## config.mk

```make
export PLATFORM = sky130hd
export DESIGN_NAME = pool_seq_ctrl
export DESIGN_NICKNAME = d
export VERILOG_FILES = /design/src/rtl/pool_pkg.sv /design/src/rtl/pool_rd_pipe.sv /design/src/rtl/pool_seq_ctrl.sv
export SDC_FILE = /design/constraint.sdc
export NUM_CORES = 1
export LEC_CHECK = 0
export ABC_AREA = 1
export BUFFER_PORTS_ARGS = -buffer_cell sky130_fd_sc_hd__buf_2
export CAP_MARGIN = 20
export CORE_MARGIN = 1
export CORE_UTILIZATION = 60
export CTS_BUF_LIST = sky130_fd_sc_hd__clkbuf_8
export DETAILED_ROUTE_END_ITERATION = 10
export GPL_ROUTABILITY_DRIVEN = 0
export GPL_TIMING_DRIVEN = 0
export PLACE_DENSITY = 0.85
export SKIP_CTS_REPAIR_TIMING = 1
export SLEW_MARGIN = 20
export SYNTH_ARGS = -nofsm -noshare
export SYNTH_HDL_FRONTEND = slang
export SYNTH_SLANG_ARGS = --single-unit
```

## constraint.sdc

```tcl
create_clock -name clk -period 3.2 [get_ports clk]
set_input_delay 0.32 -clock clk [delete_from_list [all_inputs] [get_ports clk]]
set_output_delay 0.32 -clock clk [all_outputs]
set_load 0.005 [all_outputs]
```

## src/rtl/pool_pkg.sv

```systemverilog
// Shared definitions for the pooling frame sequencer and its cascaded instances.
package pool_pkg;

  typedef enum logic [1:0] {
    S_IDLE  = 2'd0,
    S_SOF   = 2'd1,
    S_READ  = 2'd2,
    S_DRAIN = 2'd3
  } pool_state_e;

  localparam int POOL_ADDR_W = 16;

  // Number of pooled output pixels for a w x h input frame (2x2 pooling).
  function automatic int n_out(input int w, input int h);
    return (w * h) / 4;
  endfunction

endpackage

```

## src/rtl/pool_rd_pipe.sv

```systemverilog
// Read-return pipeline: tracks which cycles carry valid read data and
// registers that data towards the pooling engine.
module pool_rd_pipe #(
  parameter int RD_LAT = 2
) (
  input  logic       clk,
  input  logic       rst,
  input  logic       flush_i,
  input  logic       issue_i,
  input  logic [7:0] rd_data_i,
  output logic [7:0] pix_o,
  output logic       vld_o
);

  logic [RD_LAT-1:0] vld_pipe_q;
  logic [7:0]        pix_q;
  logic              vld_q;

  // Shift the issue marker along with the read latency; capture data at the tap.
  always_ff @(posedge clk) begin
    if (rst) begin
      vld_pipe_q <= '0;
      vld_q      <= 1'b0;
      pix_q      <= 8'd0;
    end else if (flush_i) begin
      vld_pipe_q <= '0;
      vld_q      <= 1'b0;
    end else begin
      vld_pipe_q[0] <= issue_i;
      for (int i = 1; i < RD_LAT; i++) vld_pipe_q[i] <= vld_pipe_q[i-1];
      vld_q <= vld_pipe_q[RD_LAT-1];
      if (vld_pipe_q[RD_LAT-1]) pix_q <= rd_data_i;
    end
  end

  assign pix_o = pix_q;
  assign vld_o = vld_q;

endmodule

```

## src/rtl/pool_seq_ctrl.sv

```systemverilog
// Frame sequencer: streams one frame from the read port into the 2x2 pooling
// engine and writes the pooled pixels back out.
module pool_seq_ctrl
  import pool_pkg::*;
#(
  parameter int IN_WIDTH      = 112,
  parameter int IN_HEIGHT     = 112,
  parameter int ADDR_W        = POOL_ADDR_W,
  parameter int RD_LAT        = 2,
  parameter int DRAIN_TIMEOUT = 64
) (
  input  logic              clk,
  input  logic              rst,
  input  logic              start,
  input  logic              abort,
  input  logic [ADDR_W-1:0] src_base,
  input  logic [ADDR_W-1:0] dst_base,
  output logic              busy,
  output logic              done,
  output logic              err,
  input  logic              rd_ready,
  output logic              rd_en,
  output logic [ADDR_W-1:0] rd_addr,
  input  logic [7:0]        rd_data,
  output logic              pool_frame_start,
  output logic [7:0]        pool_pixel,
  output logic              pool_valid,
  input  logic [7:0]        pool_out,
  input  logic              pool_out_valid,
  output logic              wr_en,
  output logic [ADDR_W-1:0] wr_addr,
  output logic [7:0]        wr_data
);

  localparam int N_IN  = IN_WIDTH * IN_HEIGHT;
  localparam int N_OUT = n_out(IN_WIDTH, IN_HEIGHT);
  localparam int RC_W  = $clog2(N_IN + 1);
  localparam int OC_W  = $clog2(N_OUT + 1);
  localparam int TO_W  = $clog2(DRAIN_TIMEOUT + 1);

  pool_state_e       state_q;
  logic [ADDR_W-1:0] src_q, dst_q;
  logic [RC_W-1:0]   rd_cnt_q;
  logic [OC_W-1:0]   out_cnt_q;
  logic [TO_W-1:0]   to_cnt_q;
  logic              done_q, err_q, wr_en_q;
  logic [ADDR_W-1:0] wr_addr_q;
  logic [7:0]        wr_data_q;

  // Reads are issued combinationally so rd_en never asserts without rd_ready.
  assign rd_en   = (state_q == S_READ) && rd_ready;
  assign rd_addr = src_q + ADDR_W'(rd_cnt_q);

  assign busy             = (state_q != S_IDLE);
  assign pool_frame_start = (state_q == S_SOF);
  assign done             = done_q;
  assign err              = err_q;
  assign wr_en            = wr_en_q;
  assign wr_addr          = wr_addr_q;
  assign wr_data          = wr_data_q;

  pool_rd_pipe #(.RD_LAT(RD_LAT)) u_rd_pipe (
    .clk       (clk),
    .rst       (rst),
    .flush_i   (abort),
    .issue_i   (rd_en),
    .rd_data_i (rd_data),
    .pix_o     (pool_pixel),
    .vld_o     (pool_valid)
  );

  // Frame FSM with write path, completion and drain timeout; abort overrides all.
  always_ff @(posedge clk) begin
    if (rst) begin
      state_q   <= S_IDLE;
      src_q     <= '0;
      dst_q     <= '0;
      rd_cnt_q  <= '0;
      out_cnt_q <= '0;
      to_cnt_q  <= '0;
      done_q    <= 1'b0;
      err_q     <= 1'b0;
      wr_en_q   <= 1'b0;
      wr_addr_q <= '0;
      wr_data_q <= 8'd0;
    end else begin
      done_q  <= 1'b0;
      wr_en_q <= 1'b0;
      if (abort) begin
        state_q <= S_IDLE;
      end else begin
        if (state_q != S_IDLE && pool_out_valid) begin
          wr_en_q   <= 1'b1;
          wr_data_q <= pool_out;
          wr_addr_q <= dst_q + ADDR_W'(out_cnt_q);
          out_cnt_q <= out_cnt_q + OC_W'(1);
        end
        case (state_q)
          S_IDLE: begin
            if (start) begin
              state_q   <= S_SOF;
              src_q     <= src_base;
              dst_q     <= dst_base;
              err_q     <= 1'b0;
              rd_cnt_q  <= '0;
              out_cnt_q <= '0;
              to_cnt_q  <= '0;
            end
          end
          S_SOF: state_q <= S_READ;
          S_READ: begin
            if (rd_ready) begin
              rd_cnt_q <= rd_cnt_q + RC_W'(1);
              if (rd_cnt_q == RC_W'(N_IN - 1)) state_q <= S_DRAIN;
            end
          end
          S_DRAIN: begin
            if (pool_out_valid) begin
              to_cnt_q <= '0;
              if (out_cnt_q == OC_W'(N_OUT - 1)) begin
                done_q  <= 1'b1;
                state_q <= S_IDLE;
              end
            end else if (to_cnt_q == TO_W'(DRAIN_TIMEOUT - 1)) begin
              err_q   <= 1'b1;
              done_q  <= 1'b1;
              state_q <= S_IDLE;
            end else begin
              to_cnt_q <= to_cnt_q + TO_W'(1);
            end
          end
          default: state_q <= S_IDLE;
        endcase
      end
    end
  end

endmodule

```

# Word level (Yosys, flattened, before mapping)
# Index checks and enable logic that the tools add are counted.
[totals]
latchBits = 0
memories = 0
input_bits = 54
romBits = 0
ramBits = 0
regBits = 105
wordCells = 75
[op_classes]
n_eq_ne = 14
n_reduce_logical = 15
div = 0
magnitude_cmp = 0
shift = 0
n_addsub = 5
bitwise = 2
multipliers = 0
muxes = 25
[ops]
columns = ["cell", "n"]
rows = [
  ["$mux W12", 3],
  ["$mux W14", 2],
  ["$pmux W14 S2", 1],
  ["$mux W7", 3],
  ["$add A16 B12 Y16", 1],
  ["$add A16 B14 Y16", 1],
  ["$add A14 B1 Y14 const B", 1],
  ["$eq A14 B14 Y1 const B", 1],
  ["$pmux W7 S2", 1],
  ["$add A12 B1 Y12 const B", 1],
  ["$eq A12 B12 Y1 const B", 1],
  ["$mux W2", 6],
  ["$reduce_and A5 Y1", 2],
  ["$ne A3 B3 Y1 const B", 3],
  ["$ne A2 B2 Y1 const B", 4],
  ["$pmux W2 S4", 1],
  ["$reduce_and A4 Y1", 2],
  ["$add A7 B1 Y7 const B", 1],
  ["$eq A7 B6 Y1 const B", 1],
  ["$mux W1", 7],
  ["$reduce_bool A2 Y1", 3],
  ["$eq A2 B2 Y1 const B", 2],
  ["$reduce_and A2 Y1", 2],
  ["$reduce_and A3 Y1", 1],
  ["other kinds (8)", 10],
]

# Logic depth before layout (Yosys ltp)
[depth]
depth_word = 5
mapped_depth = 12
mapped_depth_nobuf = 12

# Modules after synthesis
# Synthesis repeated with hierarchy kept, for this count alone.
[unflattened]
hier_cells = 902
area_unflattened_um2 = 6093.3
[modules_own_cells]
columns = ["module", "cells_per_inst", "area_each_um2", "seq_area_each_um2", "n_inst"]
rows = [
  ["pool_seq_ctrl", 840, 5656.7, 1881.8, 1],
  ["pool_rd_pipe", 62, 436.7, 220.2, 1],
]

# Worst setup path after synthesis
# No wires, ideal clock.
[synth_path]
path_type = "reg2out"
from = "register rd_cnt_q[0]"
to = "output rd_addr[10]"
arrival_ns = 1.675
path_slack_ns = 1.205
path_stages_with_launch = 10
required_ns = 2.880
path_cell_list = "dfxtp_1 ha_1 inv_1 fa_1 o21ai_1 nand2_1 nand2_1 nand3_1 nand2_1 xor2_1"
[synth_via]
elab_chain_cells = 1
[synth_rtl]
columns = ["item", "line", "source"]
rows = [
  ["from (decl)", "pool_seq_ctrl.sv:43", "logic [RC_W-1:0] rd_cnt_q;"],
  ["from (signal assigned)", "pool_seq_ctrl.sv:113", "rd_cnt_q <= rd_cnt_q + RC_W'(1);"],
  ["$add A16 B14 Y16", "pool_seq_ctrl.sv:52", "assign rd_addr = src_q + ADDR_W'(rd_cnt_q);"],
  ["to (decl)", "pool_seq_ctrl.sv:23", "output logic [ADDR_W-1:0] rd_addr,"],
]
# No other way between the ends.

# Worst setup path after layout
# Ends and elaborated chain as after synthesis.

==> key figures <==
Outcome
  • Status: finished clean

Cells and area
  • ANT cells: 0
  • Share of cells above drive strength 1: 16.3%
  • Area grow syn2layout: 15.3%
  • Fill cells: 840
  • Final core utilization: 71.0%
  • Final #Nets: 1095
  • Post-route cell area: 6910 um^2

Worst setup path
  • Worst path arrival time: 2.42 ns
  • Cell mode on critical path: nand2_1
  • Crit start category: register
  • Crit. End Element: output pin
  • Crit Path Max Fanout: 4
  • Slowest cell on crit path: dfxtp_1
  • Crit-path cells: ha_1 > inv_1 > fa_1 > o21ai_1 > nand2_1 > nand2_1 > nand3_1 > nand2_1 > xor2_1 > buf_2
  • CP peak stage delay: 0.41 ns
  • Crit path required time: 2.88 ns
  • Critical path type: reg -> out

STA
  • Max_slew headroom: 57.1%
  • Setup TNS: 0 ns
  • Post-layout minimum cycle time: 2.74 ns
  • Hold slack: 0.165 ns
  • Skew final: 0.0107 ns
  • Worst Max-Slew Pin Slew: 0.644 ns
  • RSZ-0062 raised after global routing: no
  • FMAX: 0.365 GHz
  • Final Hold Vio Count: 0
  • Final setup violation count: 0
  • Tcrit/Tclk final: 85.7%
  • Max Slew Vio Count: 0

Floorplan
  • Die outline width: 102 um
  • # rows: 36
  • I/O pins: 109
  • Die Y-Extent: 102 um
  • Die ar.: 10400 um^2
  • Effective utilization at floorplan: 61.6%
  • Core box area: 9730 um^2

Power and ir drop
  • Leak Pwr: 3.53 nW
  • PD cells: 385 nW/um^2
  • Post-layout power: 2.66 mW
  • Worst IR Drop VDD: 0.295 mV

Synth
  • Mapped Nets: 976
  • #FFs+latches synth: 105
  • Top_reg_cell synth: dfxtp_1
  • Synth unique cells: 41
  • Synth Instances: 886
  • Seq/Total Area, Yosys: 35.1%
  • Post-Syn Area: 5990 um^2
  • Post-synth EDFFs: 0
  • Async S/R FF share, synth: 0%
  • Avg Inst Size Synth: 6.76 um^2
  • Synth warnings: 0

Worst hold path
  • Hold Crit Class: in -> reg

Route
  • Vias: 6017
  • Wirelength, routed: 14.4 mm
  • Pre-antenna DRT Iters: 5
  • DR iter-0 viols: 253
  • DR vias/cell: 5.26
  • Routed Antenna Nets: 0
  • Wire per inst: 12.6 um
  • # DRC: 0

Placed design
  • I/O Buffers: 108
  • DP Area: 6700 um^2
  • Post-detail-place hpwl: 11.1 mm

Clock tree
  • CTS root buf: clkbuf_8
  • CTS tree: built
  • CTS clk-pin slew, worst paths: 0.11 ns
  • H-tree depth: 3
  • Max clock buf depth: 2
  • CTS Sinks: 105
  • Num CTS Buffers: 9
  • Clk Latency, worst-skew pair: 0.37 ns

GRT
  • Largest net degree at the start of global routing: 21
  • GRT overflow: 0
  • Vias in the first global route: 5408
  • First-pass GRT wire length: 23.6 mm
  • Antenna violations before repair: 0
  • Total Routing Usage GR: 28.7%

Job
  • Max-cap violation count: 0
cells in the mapped netlist (2+ instances only):
library cell | n | area share [%]
buf_6 | 3 | 0.56
nand2_2 | 3 | 0.31
nand2_1 | 177 | 11
xnor2_1 | 4 | 0.58
inv_2 | 5 | 0.31
clkbuf_1 | 7 | 0.44
o21bai_1 | 6 | 0.75
xor2_1 | 14 | 2.0
a31oi_1 | 3 | 0.31
o21ai_0 | 75 | 6.3
inv_1 | 108 | 6.8
fa_1 | 2 | 0.67
or2_2 | 3 | 0.31
nor2_4 | 2 | 0.38
o21ai_1 | 3 | 0.25
nor3_1 | 14 | 1.2
dfxtp_1 | 105 | 35
a211oi_1 | 4 | 0.50
a21o_1 | 2 | 0.25
a21oi_1 | 49 | 4.1
nand4_2 | 2 | 0.42
nand3_1 | 45 | 3.8
buf_2 | 11 | 0.92
nor2_1 | 164 | 10
nor2_2 | 3 | 0.31
o21a_1 | 7 | 0.88
ha_1 | 34 | 7.1
nand4_1 | 18 | 1.9
critical path, delay by kind of cell, from the launching register on:
kind	cells	cell delay [ns]
DFF	1	0.41
buffers and inverters	2	0.17
and+or+nand+nor	4	0.40
AOI/OAI and AO/OA	1	0.34
xor gates and xnor gates	1	0.13
adders and majority gates	2	0.59
final timing paths:
check / cells past startpoint / slack (ns) / start / to
hold reg to reg: 2 / 0.42 / u_rd_pipe.vld_pipe_q[0] / u_rd_pipe.vld_pipe_q[1]
setup / recovery: 10 / 0.46 / rd_cnt_q[0] / rd_addr[10]
hold / removal: 3 / 0.16 / pool_out[1] / wr_data[1]
setup reg to reg: 9 / 1.25 / state_q[0] / wr_addr[2]
cell families (layout without fill, tap and decap cells):
group	after synthesis	after routing	synth area share [%]
AOI/OAI and AO/OA	154	154	14.2
xor gates and xnor gates	18	18	2.63
DFF	105	105	35.1
adders and majority gates	36	36	7.77
and+or+nand+nor	437	437	31.1
buffers and inverters	136	260	9.19
routing by layer:
layer	GRT usage (%)	vias to the layer above	wire (um)
met5	0	-	0
met1	35.7	2648	6490
met2	50.1	235	6580
met3	5.54	36	1020
met4	8.68	0	323
li1	-	3098	-
flip-flops by register name (all words and copies together), names as in the netlist, 2 cells and up:
register              cells
to_cnt_q                  7
u_rd_pipe.vld_pipe_q      2
dst_q                    16
wr_addr                  16
wr_data                   8
state_q                   2
rd_cnt_q                 14
u_rd_pipe.pix_o           8
src_q                    16
out_cnt_q                12
cells in the final DEF, fill, tap and decap left out, types with 10 or more instances in the layout:
master	n
a21oi_1	49
ha_1	34
nand4_1	18
nand2_1	177
o21ai_0	75
clkbuf_8	10
inv_1	108
buf_2	119
nand3_1	45
nor3_1	14
dfxtp_1	105
xor2_1	14
nor2_1	164
metrics by stage:
stage          instances  setup slack [ns]
2_1_floorplan        886              1.21
3_3_place_gp        1127             0.879
3_5_place_dp        1127             0.874
4_1_cts             1143             0.451
5_1_grt             1143             0.305
6_report            1143             0.459
layout make-up:
cell class | instances | area (um^2) | share of cell area [%]
tap | 133 | 166 | 2.41
clock buffer | 10 | 138 | 1.99
inverter | 114 | 428 | 6.20
sequential | 105 | 2100 | 30.4
multi-input combinational | 645 | 3340 | 48.3
clock inverter | 6 | 72.6 | 1.05
timing repair buffer | 108 | 541 | 7.83
buffer | 22 | 123 | 1.78
power by group:
group	leakage [nW]	internal, mW	switching, mW	total [mW]
Combinational	2.57	0.165	0.244	0.409
Clock	0.106	0.331	0.505	0.836
Sequential	0.854	1.37	0.0439	1.41
(Power assumes the default switching activity.)
